$ cat src/rtl/apb_cfg_pkg.sv
// Shared encodings for the table-driven APB configuration sequencer.
// Entry op codes, error codes and FSM state type.
package apb_cfg_pkg;

  localparam logic [1:0] OP_WRITE = 2'd0;
  localparam logic [1:0] OP_POLL  = 2'd1;
  localparam logic [1:0] OP_END   = 2'd2;
  localparam logic [1:0] OP_RSVD  = 2'd3;

  localparam logic [1:0] ERR_NONE   = 2'd0;
  localparam logic [1:0] ERR_SLVERR = 2'd1;
  localparam logic [1:0] ERR_TMO    = 2'd2;
  localparam logic [1:0] ERR_SEQ    = 2'd3;

  typedef enum logic [2:0] {
    ST_IDLE,
    ST_FETCH,
    ST_SETUP,
    ST_ACCESS,
    ST_CHECK,
    ST_DONE,
    ST_FAIL
  } state_t;

endpackage

$ cat src/rtl/apb_cfg_timer.sv
// Loadable down-counter; expired_o flags the decrement that would take it past 1.
// Used for both the PREADY wait budget and the POLL retry budget.
module apb_cfg_timer #(
  parameter int W = 8
) (
  input  logic         clk_i,
  input  logic         rst_n_i,
  input  logic         load_i,
  input  logic [W-1:0] load_val_i,
  input  logic         dec_i,
  output logic         expired_o
);

  logic [W-1:0] cnt_q;
  logic [W-1:0] cnt_d;

  always_comb begin
    cnt_d = cnt_q;
    if (load_i) begin
      cnt_d = load_val_i;
    end else if (dec_i && (cnt_q != '0)) begin
      cnt_d = cnt_q - W'(1);
    end
  end

  always_ff @(posedge clk_i or negedge rst_n_i) begin
    if (!rst_n_i) begin
      cnt_q <= '0;
    end else begin
      cnt_q <= cnt_d;
    end
  end

  assign expired_o = dec_i && (cnt_q <= W'(1));

endmodule

$ cat src/rtl/apb_cfg_sequencer.sv
// Table-driven APB3 master: walks WRITE/POLL/END entries and raises CONFIG_DONE or ERROR.
// Optional post-write readback compare is enabled by defining APB_CFG_READBACK_EN.
//
//   state     | meaning
//   ST_IDLE   | waiting for START
//   ST_FETCH  | latch table entry at TBL_IDX, decode op
//   ST_SETUP  | APB setup phase (PSEL=1, PENABLE=0)
//   ST_ACCESS | APB access phase, waiting for PREADY
//   ST_CHECK  | evaluate response, advance / retry / abort
//   ST_DONE   | table finished, CONFIG_DONE held until reset
//   ST_FAIL   | aborted, ERROR/ERR_IDX/ERR_CODE held until reset
module apb_cfg_sequencer
  import apb_cfg_pkg::*;
#(
  parameter int NUM_ENTRIES = 16,
  parameter int ADDR_W      = 16,
  parameter int DATA_W      = 32,
  parameter int PREADY_TMO  = 255,
  parameter int POLL_MAX    = 1023,
  localparam int IDX_W      = $clog2(NUM_ENTRIES)
) (
  input  logic              CLK_BASE,
  input  logic              RESET_N,
  input  logic              START,
  output logic [IDX_W-1:0]  TBL_IDX,
  input  logic [1:0]        TBL_OP,
  input  logic [ADDR_W-1:0] TBL_ADDR,
  input  logic [DATA_W-1:0] TBL_DATA,
  input  logic [DATA_W-1:0] TBL_MASK,
  output logic              PSEL,
  output logic              PENABLE,
  output logic              PWRITE,
  output logic [ADDR_W-1:0] PADDR,
  output logic [DATA_W-1:0] PWDATA,
  input  logic              PREADY,
  input  logic              PSLVERR,
  input  logic [DATA_W-1:0] PRDATA,
  output logic              CONFIG_DONE,
  output logic              ERROR,
  output logic [IDX_W-1:0]  ERR_IDX,
  output logic [1:0]        ERR_CODE
);

  localparam int TMO_W  = $clog2(PREADY_TMO + 1);
  localparam int POLL_W = $clog2(POLL_MAX + 1);
  localparam logic [IDX_W-1:0] LAST_IDX = IDX_W'(NUM_ENTRIES - 1);

  state_t            state_q;
  logic [IDX_W-1:0]  idx_q;
  logic [1:0]        op_q;
  logic [DATA_W-1:0] data_q;
  logic [DATA_W-1:0] mask_q;
  logic [DATA_W-1:0] rdata_q;
  logic              slverr_q;
  logic              rb_q;
  logic              psel_q;
  logic              penable_q;
  logic              pwrite_q;
  logic [ADDR_W-1:0] paddr_q;
  logic [DATA_W-1:0] pwdata_q;
  logic              done_q;
  logic              err_q;
  logic [IDX_W-1:0]  err_idx_q;
  logic [1:0]        err_code_q;

  logic rd_match;
  logic pr_load;
  logic pr_dec;
  logic pr_expired;
  logic poll_load;
  logic poll_dec;
  logic poll_expired;

  assign rd_match = ((rdata_q ^ data_q) & mask_q) == '0;

  // PREADY budget restarts for every transfer, including poll re-reads and readbacks.
  assign pr_load = (state_q == ST_SETUP);
  assign pr_dec  = (state_q == ST_ACCESS) && !PREADY;

  // Poll budget restarts per entry, so a matching poll implicitly clears it.
  assign poll_load = (state_q == ST_FETCH);
  assign poll_dec  = (state_q == ST_CHECK) && !slverr_q && (op_q == OP_POLL) && !rd_match;

  apb_cfg_timer #(.W(TMO_W)) u_pready_timer (
    .clk_i      (CLK_BASE),
    .rst_n_i    (RESET_N),
    .load_i     (pr_load),
    .load_val_i (TMO_W'(PREADY_TMO)),
    .dec_i      (pr_dec),
    .expired_o  (pr_expired)
  );

  apb_cfg_timer #(.W(POLL_W)) u_poll_timer (
    .clk_i      (CLK_BASE),
    .rst_n_i    (RESET_N),
    .load_i     (poll_load),
    .load_val_i (POLL_W'(POLL_MAX)),
    .dec_i      (poll_dec),
    .expired_o  (poll_expired)
  );

  always_ff @(posedge CLK_BASE or negedge RESET_N) begin
    if (!RESET_N) begin
      state_q    <= ST_IDLE;
      idx_q      <= '0;
      op_q       <= OP_WRITE;
      data_q     <= '0;
      mask_q     <= '0;
      rdata_q    <= '0;
      slverr_q   <= 1'b0;
      rb_q       <= 1'b0;
      psel_q     <= 1'b0;
      penable_q  <= 1'b0;
      pwrite_q   <= 1'b0;
      paddr_q    <= '0;
      pwdata_q   <= '0;
      done_q     <= 1'b0;
      err_q      <= 1'b0;
      err_idx_q  <= '0;
      err_code_q <= ERR_NONE;
    end else begin
      case (state_q)
        ST_IDLE: begin
          if (START) begin
            idx_q   <= '0;
            state_q <= ST_FETCH;
          end
        end

        ST_FETCH: begin
          op_q   <= TBL_OP;
          data_q <= TBL_DATA;
          mask_q <= TBL_MASK;
          rb_q   <= 1'b0;
          if (TBL_OP == OP_END) begin
            done_q  <= 1'b1;
            state_q <= ST_DONE;
          end else if (TBL_OP == OP_RSVD) begin
            err_q      <= 1'b1;
            err_idx_q  <= idx_q;
            err_code_q <= ERR_SEQ;
            state_q    <= ST_FAIL;
          end else begin
            psel_q    <= 1'b1;
            penable_q <= 1'b0;
            paddr_q   <= TBL_ADDR;
            pwrite_q  <= (TBL_OP == OP_WRITE);
            pwdata_q  <= (TBL_OP == OP_WRITE) ? TBL_DATA : '0;
            state_q   <= ST_SETUP;
          end
        end

        ST_SETUP: begin
          penable_q <= 1'b1;
          state_q   <= ST_ACCESS;
        end

        ST_ACCESS: begin
          if (PREADY) begin
            rdata_q   <= PRDATA;
            slverr_q  <= PSLVERR;
            psel_q    <= 1'b0;
            penable_q <= 1'b0;
            state_q   <= ST_CHECK;
          end else if (pr_expired) begin
            psel_q     <= 1'b0;
            penable_q  <= 1'b0;
            err_q      <= 1'b1;
            err_idx_q  <= idx_q;
            err_code_q <= ERR_TMO;
            state_q    <= ST_FAIL;
          end
        end

        ST_CHECK: begin
          if (slverr_q) begin
            err_q      <= 1'b1;
            err_idx_q  <= idx_q;
            err_code_q <= ERR_SLVERR;
            state_q    <= ST_FAIL;
          end else if ((op_q == OP_WRITE) && !rb_q) begin
`ifdef APB_CFG_READBACK_EN
            rb_q      <= 1'b1;
            psel_q    <= 1'b1;
            pwrite_q  <= 1'b0;
            pwdata_q  <= '0;
            state_q   <= ST_SETUP;
`else
            if (idx_q == LAST_IDX) begin
              err_q      <= 1'b1;
              err_idx_q  <= idx_q;
              err_code_q <= ERR_SEQ;
              state_q    <= ST_FAIL;
            end else begin
              idx_q   <= idx_q + IDX_W'(1);
              state_q <= ST_FETCH;
            end
`endif
          end else if (rd_match) begin
            // No wrap: running off the last entry without END is an error.
            if (idx_q == LAST_IDX) begin
              err_q      <= 1'b1;
              err_idx_q  <= idx_q;
              err_code_q <= ERR_SEQ;
              state_q    <= ST_FAIL;
            end else begin
              idx_q   <= idx_q + IDX_W'(1);
              state_q <= ST_FETCH;
            end
          end else if (rb_q || poll_expired) begin
            err_q      <= 1'b1;
            err_idx_q  <= idx_q;
            err_code_q <= ERR_SEQ;
            state_q    <= ST_FAIL;
          end else begin
            psel_q  <= 1'b1;
            state_q <= ST_SETUP;
          end
        end

        ST_DONE: begin
        end

        ST_FAIL: begin
        end

        default: begin
          state_q <= ST_IDLE;
        end
      endcase
    end
  end

  assign TBL_IDX     = idx_q;
  assign PSEL        = psel_q;
  assign PENABLE     = penable_q;
  assign PWRITE      = pwrite_q;
  assign PADDR       = paddr_q;
  assign PWDATA      = pwdata_q;
  assign CONFIG_DONE = done_q;
  assign ERROR       = err_q;
  assign ERR_IDX     = err_idx_q;
  assign ERR_CODE    = err_code_q;

endmodule
$ cat config.mk
export PLATFORM = sky130hd
export DESIGN_NAME = apb_cfg_sequencer
export DESIGN_NICKNAME = d
export VERILOG_FILES = /design/src/rtl/apb_cfg_pkg.sv /design/src/rtl/apb_cfg_timer.sv /design/src/rtl/apb_cfg_sequencer.sv
export SDC_FILE = /design/constraint.sdc
export NUM_CORES = 1
export LEC_CHECK = 0
export ABC_AREA = 1
export ABC_CLOCK_PERIOD_IN_PS = 2600
export BUFFER_PORTS_ARGS = -buffer_cell sky130_fd_sc_hd__buf_2
export CAP_MARGIN = 40
export CORE_UTILIZATION = 56
export CTS_BUF_LIST = sky130_fd_sc_hd__clkbuf_8
export DETAILED_ROUTE_END_ITERATION = 10
export PLACE_DENSITY = 0.81
export RECOVER_POWER = 100
export SLEW_MARGIN = 20
export SYNTH_ARGS = -nofsm -noshare
export SYNTH_HDL_FRONTEND = slang
export SYNTH_SLANG_ARGS = --single-unit
$ cat constraint.sdc
create_clock -name CLK_BASE -period 2.6 [get_ports CLK_BASE]
set_clock_uncertainty 0.2 [all_clocks]
set_input_delay 0.52 -clock CLK_BASE [delete_from_list [all_inputs] [get_ports CLK_BASE]]
set_output_delay 0.52 -clock CLK_BASE [all_outputs]
set_load 0.05 [all_outputs]
Word-level counts from Yosys, hierarchy flattened

Index checks and enable logic that the tools add are counted.

Add/sub/neg operators: 3
Bitwise logic cells: 5
Order comparisons: 2
Equal/unequal tests: 23
Multiplexer cells: 64
Reductions and logical operators: 31

Operators with widths:

| operator                                                                          | count |
|---|---|
| 4-bit two-way mux                                                                 | 14 |
| 32-bit bitwise AND                                                                | 1 |
| 32-bit logical NOT                                                                | 1 |
| 32-bit two-way mux                                                                | 1 |
| 32-bit XOR                                                                        | 1 |
| 3-bit two-way mux                                                                 | 10 |
| 10-bit two-way mux                                                                | 2 |
| 1-bit two-way mux                                                                 | 19 |
| 2-bit two-way mux                                                                 | 9 |
| 2-bit != test, second input constant                                              | 9 |
| 3-bit case mux with 6 select lines                                                | 1 |
| 8-bit two-way mux                                                                 | 2 |
| 4-bit case mux with 3 select lines                                                | 1 |
| 10-bit by 1-bit less-or-equal comparator with 1-bit output, second input constant | 1 |
| 10-bit nonzero test                                                               | 1 |
| 10-bit by 1-bit subtractor with 10-bit output, second input constant              | 1 |
| 3-bit == test, second input constant                                              | 3 |
| 1-bit case mux with 3 select lines                                                | 3 |
| 8-bit by 1-bit less-or-equal comparator with 1-bit output, second input constant  | 1 |
| 1-bit logical AND                                                                 | 8 |
| 4-bit case mux with 2 select lines                                                | 1 |
| 4-bit AND reduction                                                               | 2 |
| 8-bit AND reduction                                                               | 1 |
| 8-bit nonzero test                                                                | 1 |
| 22 further kinds                                                                  | 34 |

Flip-flop bits (word level): 183
Output and inout bits: 63
Input port bits: 119
Word-level logic and storage cells: 146

Longest topological paths before layout

Word-level depth: 11
Gate-level depth with buffers: 15
Mapped depth without buffers: 15

By module

A second synthesis with hierarchy kept.

Cell total of the unflattened synthesis: 1,068
Area total of the unflattened synthesis: 8,816.0 sq um

By module, submodules not included:

| module                         | instances | seq. area each (sq um) | area an instance (sq um) | cells an instance |
|---|---|---|---|---|
| apb_cfg_sequencer              | 1         | 4,129.0                | 7,339.5                  | 859 |
| apb_cfg_timer (u_poll_timer)   | 1         | 250.2                  | 785.8                    | 115 |
| apb_cfg_timer (u_pready_timer) | 1         | 200.2                  | 690.7                    | 94 |

Worst setup path before layout

Ideal clock, no wire load.

Path kind: register to register
From: register idx_q[0], in the netlist TBL_IDX[0]
To: register err_idx_q[3], in the netlist ERR_IDX[3]
Setup time: 0.123 ns
Buffers on the path: 0
Arrival time: 1.647 ns
Slack: 0.629 ns
Required time: 2.277 ns
Cell stages (with the launch flop): 7
Clock period less this slack: 1.971 ns
Cells stage by stage: dfrtp_1 ha_1 nand3_1 inv_1 or2_2 o21ai_0 o21ai_1

Word-level cells in the longest chain between the ends: 6

Ends and longest elaborated chain:

| item                                 | RTL line                                           | source |
|---|---|---|
| start: declaration                   | apb_cfg_sequencer.sv:49                            | `logic [IDX_W-1:0] idx_q;` |
| start signal: assignment             | apb_cfg_sequencer.sv:195                           | `idx_q <= idx_q + IDX_W'(1);` |
| start signal: assignment             | apb_cfg_sequencer.sv:207                           | `idx_q <= idx_q + IDX_W'(1);` |
| 4-bit == test *                      | apb_cfg_sequencer.sv:189, apb_cfg_sequencer.sv:201 |  |
| 4-bit two-way mux *                  | n/a                                                |  |
| 4-bit two-way mux                    | n/a                                                |  |
| 4-bit two-way mux * (2 in series)    | n/a                                                |  |
| 4-bit case mux with 3 select lines * | n/a                                                |  |
| end signal: assignment               | apb_cfg_sequencer.sv:140                           | `err_idx_q <= idx_q;` |
| end signal: assignment               | apb_cfg_sequencer.sv:169                           | `err_idx_q <= idx_q;` |
| end signal: assignment               | apb_cfg_sequencer.sv:178                           | `err_idx_q <= idx_q;` |
| end: declaration                     | apb_cfg_sequencer.sv:63                            | `logic [IDX_W-1:0] err_idx_q;` |

Every way passes the cells marked *; elsewhere a longest branch is shown, timed or not.
A chain may end at the register's enable or synchronous reset.

Final worst setup path

From: register state_q[0]
To: register u_poll_timer.cnt_q[2]

Word-level cells in the longest chain between the ends: 6
Elaborated cells between the ends (all ways): 8
Classes of those cells: eq/ne (2); mux (1); reduce/logical (5)

Ends and longest elaborated chain:

| item                            | RTL line                 | source |
|---|---|---|
| start: declaration              | apb_cfg_sequencer.sv:48  | `state_t state_q;` |
| start signal: assignment        | apb_cfg_sequencer.sv:104 | `state_q <= ST_IDLE;` |
| start signal: assignment        | apb_cfg_sequencer.sv:126 | `state_q <= ST_FETCH;` |
| start signal: assignment        | apb_cfg_sequencer.sv:137 | `state_q <= ST_DONE;` |
| 3-bit == test                   | apb_cfg_sequencer.sv:82  | `assign poll_dec = (state_q == ST_CHECK) && !slverr_q && (op_q == OP_POLL) && !rd_match;` |
| 1-bit logical AND (3 in series) | apb_cfg_sequencer.sv:82  |  |
| 1-bit logical AND               | apb_cfg_timer.sv:21      | `end else if (dec_i && (cnt_q != '0)) begin` |
| 2-bit nonzero test (no line)    | n/a                      |  |
| end signal: assignment          | apb_cfg_timer.sv:30      | `cnt_q <= cnt_d;` |
| end: declaration                | apb_cfg_timer.sv:14      | `logic [W-1:0] cnt_q;` |

Several ways; a longest one is shown, not always the timed one.

==> metrics.cfg <==
[status]
status=finished, final reports clean

[timing]
relSlewSlack=0.492
setup_slack_ns=0.341
fmax_ghz=0.443
setup_viol=0
tightest_slew_ns=0.762
tns_ns=0
fin_crit_sh=0.869
fin_crit_ns=2.26
hold_viol_final=0
slew_viol_final=0
rsz0062_at_grt=false

[final_layout]
finalNetCount=1330
drive_above_1_share=0.139
diodes=0
fillCellCount=1197
final_cell_mix=424 x nand2_1, 183 x dfrtp_1, 120 x inv_1
mostFrequentLayoutCell=nand2_1
syn2layout_area_growth_pct=17.5

[critical_path]
timing.rr.end=u_poll_timer.cnt_q[2]
crit_fanout=9
reg2reg_from=state_q[0]
reg2reg_depth=10
crit_type=reg -> reg
reg2reg_setup_slack_ns=0.34
worst_ep_arrival_time_ns=2.40
start_kind=flop
critPathCaptureType=flop
cp_data_required_time_ns=2.75

[logic_synthesis]
syn_nets=1150
ys_seq_area_frac=0.558
syn_avg_cell_area_um2=8.00
synth_area_um2=8200
ys_ff_latch=183
synth_area_leader_cell=dfrtp_1
yosys_warnings=0
synth.distinct_cells=30
synth_top_area_share=0.558
netlist_instances=1025
synth.area.top_cells=dfrtp_1 56%, nand2_1 19%, o21ai_0 6.5%

[floorplan]
num_rows=43
io_pins=182
die_w_um=123
core_area_um2=14100
die_h_um=123
floorplan.initialDensity=0.582
die_area_um2=15100

[grt]
grt_first_pass_wirelength_um=31600
track_usage=0.272
grt_overflow=0
antenna_found_initial=1
grt_start_max_net_pins=92
grt_pass1_vias=6611

[min_path]
worstHoldStart=TBL_ADDR[7]
hold_depth=3
hold_path_class=in -> reg
holdPathEnd=PADDR[7]

[clocking]
clock-root-buffer=clkbuf_8
cts_tree=yes
postCtsResizedCells=0
clkTransAtPathRegs_ns=0.09
cts_buffers=17
clock-sinks=183
ctsHtreeMaxLevel=4
insertion_delay_ns=0.46
clockBufferDepth=2

[pwr]
p_leak_nw=5.11
power_density_nw_per_um2=1230
sequentialPowerShare=0.405
ir_worst_vdd_uv=659
comb_power_share=0.429
clock_power_share=0.166
internal_power_mw=6.37
p_sw_mw=5.45
p_sw_frac=0.461

[placed_design]
place_hpwl_um=13600
gp_congestion=0.935
dp_slack_ns=0.465
port_buffers=181

[routing]
ant_nets=0
routedWlPerCell_um=13.8
drtPass1Iterations=8
drt_iter0_drc=567
avgViaCountPerCell=5.06
route.detailed.drc=0
routed_wl_um=19300
num_vias=7069

[job]
maxCapViolCount=0

==> routing by layer <==
metal	global-route usage	wire [um]	up-vias
li1	-	-	3552
met1	0.374	8490	3289
met2	0.436	9370	203
met3	0.0544	1070	25
met4	0.0866	366	0
met5	0	0	-
==> worst max path at each step <==
stage | start | end
6_report | state_q[0] | u_poll_timer.cnt_q[2]
5_1_grt | data_q[31] | ERR_CODE[1]
4_1_cts | state_q[0] | u_poll_timer.cnt_q[2]
3_5_place_dp | PREADY | u_pready_timer.cnt_q[6]
3_3_place_gp | rdata_q[28] | ERROR
2_1_floorplan | TBL_IDX[0] | ERR_IDX[3]
==> registers in the layout (all words and copies together) (netlist names) <==
signal	cells
ERROR	1
TBL_IDX	4
PSEL	1
slverr_q	1
PENABLE	1
PWRITE	1
op_q	2
PWDATA	32
ERR_CODE	2
rdata_q	32
ERR_IDX	4
PADDR	16
mask_q	32
u_poll_timer.cnt_q	10
state_q	3
u_pready_timer.cnt_q	8
CONFIG_DONE	1
data_q	32
==> layout make-up <==
class                           instances  area (um^2)  share of cell area
Clock buffer                           20          275              0.0286
Clock inverter                         12          138              0.0143
Inverter                              124          465              0.0483
Multi-Input combinational cell        687         3010               0.312
Sequential cell                       183         4580               0.475
Tap cell                              180          225              0.0234
Timing Repair Buffer                  192          943              0.0979
==> metrics by stage <==
stage          cell area (um^2)  hold WS [ns]  instances  power, mW   util
2_1_floorplan              8200        0.0244       1025       8.56      -
4_1_cts                    9780        0.0291       1398       12.0  0.694
6_report                   9640        0.0508       1398       11.8  0.684
3_3_place_gp               9360         0.241       1365       9.83  0.664
5_1_grt                    9640        0.0417       1398       12.7  0.684
3_5_place_dp               9360         0.244       1365       10.0  0.664
==> power groups by stage <==
stage          sequential (mW)  combinational, mW  clock, mW
4_1_cts                   4.77               5.25       2.00
3_5_place_dp              4.80               5.21          0
2_1_floorplan             5.98               2.59          0
5_1_grt                   4.92               5.65       2.14
6_report                  4.79               5.07       1.97
3_3_place_gp              4.75               5.07          0
==> repair_timing <==
action / 4_1_cts / 5_1_grt
hold buffers: 1 / 0
setup buffers: 0 / 0
hold endpoints to repair: 51 / 0
==> worst max-delay path, stage by stage (launching register included) <==
cell	delay, ns
dfrtp_1	0.40
nor2_1	0.18
inv_2	0.10
nor2_8	0.16
nand2_2	0.10
nor3_4	0.16
nand3_1	0.28
inv_1	0.22
nand2_1	0.11
a21oi_1	0.16
o21ai_1	0.09
==> synthesized netlist by cell type, drive strengths merged <==
library cell / count
nand3b: 1
dfrtp: 183
clkinv: 1
nand3: 57
nor3: 4
o21ai: 112
buf: 4
ha: 6
o31ai: 8
nor2: 46
clkbuf: 27
o211ai: 5
nand4: 4
xor2: 2
a21oi: 11
nand2: 425
or2: 4
inv: 123
o311a: 1
a2111oi: 1
==> kinds of logic (layout without fill, tap and decap cells) <==
group	after synthesis	count (layout)	share of synthesized area
flip-flops	183	183	0.558
buffers and inverters	155	348	0.0717
AND/OR/NAND/NOR	541	541	0.267
XOR/XNOR	2	2	0.00214
adder cells (fa/ha/maj)	6	6	0.00915
AO/OA/AOI/OAI	138	138	0.0915
(Power assumes the default switching activity.)
